## src/rtl/abs_half.sv

```systemverilog
//------------------------------------------------------------------------------
// abs_half: |x-y| and ceil(|x-y|/2) for one axis, purely combinational
// Rev 1.0
//------------------------------------------------------------------------------
`default_nettype none

module abs_half #(
  parameter int DW = 32
) (
  input  logic signed [DW-1:0] x,
  input  logic signed [DW-1:0] y,
  output logic signed [DW-1:0] diff,
  output logic signed [DW-1:0] half
);

  localparam logic signed [DW-1:0] c_one = DW'(1);

  logic signed [DW-1:0] w_d;

  always_comb begin
    w_d  = x - y;
    diff = w_d[DW-1] ? -w_d : w_d;
    half = (diff + c_one) >>> 1;
  end

endmodule

`default_nettype wire

```

## config.mk

```make
export PLATFORM = sky130hd
export DESIGN_NAME = abs_half
export DESIGN_NICKNAME = d
export VERILOG_FILES = /design/src/rtl/abs_half.sv
export SDC_FILE = /design/constraint.sdc
export NUM_CORES = 1
export LEC_CHECK = 0
export BUFFER_PORTS_ARGS = -buffer_cell sky130_fd_sc_hd__buf_2
export CAP_MARGIN = 20
export CORE_ASPECT_RATIO = 1.1
export CORE_MARGIN = 2
export CORE_UTILIZATION = 32
export DETAILED_ROUTE_END_ITERATION = 10
export PLACE_DENSITY = 0.62
export SETUP_SLACK_MARGIN = 0.15
export SYNTH_ARGS = -nofsm -noshare
export SYNTH_HDL_FRONTEND = slang
export SYNTH_SLANG_ARGS = --single-unit
export TNS_END_PERCENT = 5
```

## constraint.sdc

```tcl
create_clock -name vclk -period 9.9
set_clock_uncertainty 0.15 [all_clocks]
set_input_delay 1.98 -clock vclk [all_inputs]
set_output_delay 1.98 -clock vclk [all_outputs]
set_load 0.1 [all_outputs]
```

After elaboration in Yosys (flattened, before gate mapping)
Cells that the tools add are included.
Widths: inputs -> output; s select.
{"block": "word_totals", "ff_bits": 0, "latchBits": 0, "ramBits": 0, "mem_bits_ro": 0, "in_bits": 64, "out_inout_bits": 64, "elab_cells": 4, "mem_count": 0}
{"block": "op_classes", "add_sub_neg": 3, "n_mul": 0, "div": 0, "order_cmp": 0, "n_eq_ne": 0, "n_shift": 0, "muxes": 1, "bitwise": 0, "n_reduce_logical": 0}
{"operator": "$add 32x2->32 const B", "n": 1}
{"operator": "$mux 32", "n": 1}
{"operator": "$neg 32->32", "n": 1}
{"operator": "$sub 32x32->32", "n": 1}

Logic depth before layout (Yosys ltp)
Gate-level depths: netlist of the first run.
{"block": "logic_depth", "word_depth": 4, "ltp_mapped": 24, "ltp_nobuf": 18}

Least setup slack after synthesis of the first run
OpenSTA, ideal clock, no wires.
{"block": "synth_timing", "path_kind": "in2out", "startpoint": "input port x[0]", "endpoint": "output port half[31]", "arrival_time_ps": 10933, "t_required_ps": 7770, "slack_ps": -3163, "path_stages": 17, "n_path_buf": 3, "path_cell_list": "inv_1 > ha_1 > fa_1 > ha_1 > clkbuf_1 > nand2_1 > or3_1 > clkbuf_1 > nor3_1 > nand3_1 > nor3_1 > a31oi_1 > xnor2_1 > nand4_1 > or2_1 > o41ai_1 > buf_4"}
{"block": "synth_via", "elab_chain_cells": 4}
{"item": "from (decl)", "line_no": "10", "text": "input logic signed [DW-1:0] x,"}
{"item": "$sub 32x32->32 *", "line_no": "21", "text": "w_d = x - y;"}
{"item": "$neg 32->32", "line_no": "22", "text": "diff = w_d[DW-1] ? -w_d : w_d;"}
{"item": "$mux 32 *", "line_no": "22"}
{"item": "named net diff[26]", "line_no": "12", "text": "output logic signed [DW-1:0] diff,"}
{"item": "$add 32x2->32 *", "line_no": "23", "text": "half = (diff + c_one) >>> 1;"}
{"item": "to (decl)", "line_no": "13", "text": "output logic signed [DW-1:0] half"}
The timed path passes the listed nets; every way through them passes the cells marked *.

Worst setup path in the final report of the first run
{"block": "layout_timing", "startpoint": "input port y[0]", "endpoint": "output port half[30]"}
{"block": "layout_via", "elab_chain_cells": 4}
{"item": "from (decl)", "line_no": "11", "text": "input logic signed [DW-1:0] y,"}
{"item": "$sub 32x32->32 *", "line_no": "21"}
{"item": "$neg 32->32", "line_no": "22"}
{"item": "$mux 32 *", "line_no": "22"}
{"item": "$add 32x2->32 *", "line_no": "23"}
Every way passes the cells marked *; elsewhere a longest branch is shown, timed or not.

==> run summary, run 1 <==
Run status -> finished, final reports clean
Residual DRC -> 0
Synth top area cells -> xnor2_1 (11%), ha_1 (10%), xor2_1 (5.4%)
Synth cell types -> 79
Hold WC Path Type -> in -> out
Mapped Nets -> 710
FILL cells -> 1331
Antenna cells -> 0
Crit path arrival time -> 7.06 ns
Top cell type's share of synthesized area -> 10.7%
Fin crit period -> 9.19 ns
Sequential cells -> 0
Storage element area -> 0 sq um
Endpoint class of the critical path -> primary output
Post-route ant nets -> 0
Syn. warnings -> 0
Routed Wire Length -> 12.1 mm
Via Count -> 4722
Grt total ovfl -> 0
Final HPWL DP -> 10.2 mm
Fmax -> 109 MHz
DR WL/cell -> 13.9 um
Core footprint -> 12100 sq um
Post-synth top cells -> nand2_1 (52), xnor2_1 (49), inv_1 (45)
Nets -> 815
Placed Area -> 4900 sq um
GRT Overall Usage -> 16.8%
Worst Tran Pin Value -> 0.808 ns
Max-slew violations -> 0
Largest net degree at the start of global routing -> 34
DR vias/cell -> 5.43
Fin util -> 40.4%
TritonRoute pass-1 iters -> 5
First-pass GRT wire length -> 19.9 mm
Synth Instances -> 612
Netlist Area Pre-Place -> 4030 sq um
GP Congestion -> 0.836
Post-synthesis sequential area ratio -> 0%
Overall die width -> 111 um
RSZ-0062 raised after global routing -> false
CP required -> 7.77 ns
Startpoint types -> input port
Die ar. -> 13500 sq um
Layout clock buffers -> 0
Initial antenna violation count -> 0
Row count -> 42
Setup TNS -> 0 ns
Peak VDD IR -> 293 uV
Height of the die -> 122 um
# IOs -> 128
IO Port Bufs -> 128
Starting Density -> 33.2%
PD cells -> 255 nW/um^2
Crit Path Category -> in -> out
Relative slew slack -> 45.8%
Fin. Hold Viols -> 0
Post-route cell area -> 4910 sq um
Most frequent cell after synthesis -> nand2_1
Final WS setup -> 0.709 ns
Post-synth top area cell -> xnor2_1
Final period util -> 92.8%
CP max FO -> 8
Post-Place Worst Slack -> 0.639 ns
Syn-to-layout area delta -> 21.8%
Vias in the first global route -> 4239
Hold path cells -> 4
Layout cell share with drive strength beyond 1 -> 25.0%
Pleak -> 2.25 nW
Syn avg cell area -> 6.58 sq um
Worst setup path start -> y[0]
DRT iter0 DRCs -> 307
Max-cap violations -> 0
Hold Crit Start -> y[0]
Worst setup path endpoint -> half[30]
Final setup vio count -> 0
[cell families after synthesis]
kind of cell	after synthesis	share of synthesized area, %
buffers and inverters	74	7.33
adder cells (fa/ha/maj)	34	10.7
multiplexers	7	1.83
AO/OA/AOI/OAI	194	34.0
XOR/XNOR	76	16.9
AND/OR/NAND/NOR	227	29.2
[worst min-delay path by stage]
stage                          to  slack (ns)
final                     diff[0]        4.58
after floorplan           diff[1]        4.38
after detailed placement  diff[0]        4.59
after CTS                 diff[0]        4.59
after global routing      diff[0]        4.64
after global placement    diff[0]        4.59
[final cells by class]
type                            count  area (sq um)  area share [%]
Inverter                           45           169            3.44
Multi-Input combinational cell    538          3870            79.0
Tap cell                          154           193            3.93
Timing Repair Buffer              132           671            13.7
[stage by stage]
step,power [W],hold WS [ns],cells
floorplan,0.00108,4.38,612
global placement,0.00125,4.59,868
detailed placement,0.00125,4.59,868
CTS,0.00125,4.59,868
global route,0.00131,4.64,869
finish,0.00125,4.58,869
[critical path, cell delays in order]
cell and delay (ns):
buf_2 0.10, ha_1 0.21, fa_1 0.43, and2b_1 0.26
o21ai_1 0.13, a21oi_1 0.38, a22oi_1 0.33, nor3_1 0.56
nand4b_1 0.35, o41ai_1 0.61, xnor2_2 0.19, and2_1 0.22
nand4_1 0.19, or2_1 0.31, o41ai_4 0.34, buf_2 0.48
[layout by cell type (no fill, tap or decap), drive strengths merged, types with 16 or more instances in the layout]
master,instances
a21o,16
a21oi,42
buf,132
ha,33
inv,45
nand2,52
nand3,19
nand4,18
nor2,43
nor3,29
o211ai,16
o21ai,36
xnor2,49
xor2,27
[what timing repair did]
item | CTS | global route
setup buffers | 0 | 1
hold buffers | 0 | 0
gates resized for setup | 0 | 0
endpoints found under the setup margin | 0 | 2
[power by group]
group | leakage [nW] | internal (W) | switching [W]
clock | 0 | 0 | 0
combinational | 2.25 | 0.000234 | 0.00102
sequential | 0 | 0 | 0
total | 2.25 | 0.000234 | 0.00102
[routing by layer]
metal	vias to the layer above	track usage [%]	share of wire [%]	wire length, um
met4	0	1.72	0.80	97
met2	133	29.0	44	5360
met3	10	0.697	4.8	575
met1	2117	24.3	50	6050
li1	2462	-	-	-
met5	-	0	0	0
(Power assumes the default switching activity.)
==> run 2: changes to the inputs <==
Settings changed: ABC_AREA set to 1.
==> run summary, run 2 <==
Post-CTS resize count -> 0
CP top delay family -> simple AND/OR/NAND/NOR gates
Startpoint types -> input port
Fin util -> 38.7%
Hold WC Path Type -> in -> out
DR WL/cell -> 10.4 um
Hold WS -> 4.43 ns
Max-slew violations -> 0
Vias in the first global route -> 5266
Worst path max stage delay -> 0.42 ns
Most common cell after layout, fill and taps aside -> nand2_1
Storage element area -> 0 sq um
Core footprint -> 13800 sq um
FILL cells -> 1668
Height of the die -> 128 um
Fin. Hold Viols -> 0
Fmax -> 127 MHz
Fin crit period -> 7.90 ns
GP Congestion -> 0.869
CP max stage cell -> buf_2
Overall power -> 0.00101 W
Nets -> 1163
Routed Wire Length -> 13.0 mm
Residual DRC -> 0
Layout cell share with drive strength beyond 1 -> 18.1%
Relative slew slack -> 66.2%
CP max FO -> 43
Run status -> finished, final reports clean
Syn avg cell area -> 4.80 sq um
Post-synth top cells -> nand2_1 (395), inv_1 (179), nand3_1 (84)
Via Count -> 5641
Final WS setup -> 2.00 ns
DRT iter0 DRCs -> 278
Final setup vio count -> 0
Antenna cells -> 0
Worst Tran Pin Value -> 0.510 ns
Syn. warnings -> 0
TritonRoute pass-1 iters -> 4
Overall die width -> 117 um
# IOs -> 128
DR vias/cell -> 4.51
Grt total ovfl -> 0
Post-route ant nets -> 0
Hold-fix buffers at CTS -> 0
CP Buf/Inv Count -> 7
Mapped Nets -> 1038
Starting Density -> 32.7%
Most frequent cells in the layout -> nand2_1 (395), inv_1 (179), buf_2 (128), nand3_1 (84), nor2_1 (79)
Die ar. -> 15100 sq um
GRT Overall Usage -> 17.7%
Largest net degree at the start of global routing -> 44
Initial antenna violation count -> 0
Row count -> 45
Layout clock buffers -> 0
Top cell type's share of synthesized area -> 32.9%
PD cells -> 190 nW/um^2
Pleak -> 3.37 nW
Netlist Area Pre-Place -> 4510 sq um
First-pass GRT wire length -> 22.7 mm
Post-synthesis sequential area ratio -> 0%
IO Port Bufs -> 128
Final period util -> 79.8%
Syn-to-layout area delta -> 18.3%
RSZ-0062 raised after global routing -> false
Max-cap violations -> 0
Crit Path Category -> in -> out
Post-synth top area cell -> nand2_1
Most frequent cell after synthesis -> nand2_1
Synth top area cells -> nand2_1 (33%), inv_1 (15%), nand3_1 (9.3%)
Post-Place Worst Slack -> 2.02 ns
Sequential cells -> 0
Crit path arrival time -> 5.77 ns
Synth Instances -> 940
Setup TNS -> 0 ns
CP required -> 7.77 ns
Peak VDD IR -> 185 uV
CP most frequent cell -> nand2_1
Synth cell types -> 32
Buffer count from post-CTS setup fixing -> 0
Endpoint class of the critical path -> primary output
Final HPWL DP -> 11.8 mm
## run 2: cell count changes after synthesis, moves of 26 or more
cell / change
nand2_2: +26
o21ai_0: -29
xnor2_1: -43
nand2_1: +343
nor2_1: +37
inv_1: +134
nand3_1: +65
## run 2: final timing paths
kind,start,end,slack (ns),cells past startpoint
setup / recovery,y[21],half[29],2.00,28
hold / removal,y[0],diff[0],4.43,4
## run 2: cell type report
class / instances / area (sq um) / area share [%]
Tap cell: 188 / 235 / 4.41
Multi-Input combinational cell: 750 / 3760 / 70.6
Timing Repair Buffer: 128 / 641 / 12.0
Inverter: 185 / 694 / 13.0
## run 2: layer usage
layer / global-route usage (%) / share of wire [%] / up-vias
met5: 0 / 0 / -
met4: 2.28 / 1.5 / 0
met3: 0.801 / 3.8 / 14
met2: 35.0 / 50 / 103
met1: 21.1 / 44 / 2417
li1: - / - / 3107
## run 2: stage by stage
step                std cells  instance area [sq um]
finish                   1251                   5330
global route             1251                   5330
CTS                      1251                   5330
detailed placement       1251                   5330
global placement         1251                   5330
floorplan                 940                   4510
## run 2: cell families after synthesis
group,Yosys count,share of synthesized area [%]
AO/OA/AOI/OAI,31,4.14
buffers and inverters,190,16.5
XOR/XNOR,30,5.83
adder cells (fa/ha/maj),34,9.60
AND/OR/NAND/NOR,655,63.9
## run 2: tightest hold or removal path, cell delays in order
cell and delay [ns]:
buf_2 0.08, ha_1 0.16, inv_1 0.08, buf_2 0.30
## run 2: power breakdown
part / internal (W) / switching [W] / total [W]
logic: 0.000177 / 0.000836 / 0.00101
registers: 0 / 0 / 0
clock network: 0 / 0 / 0
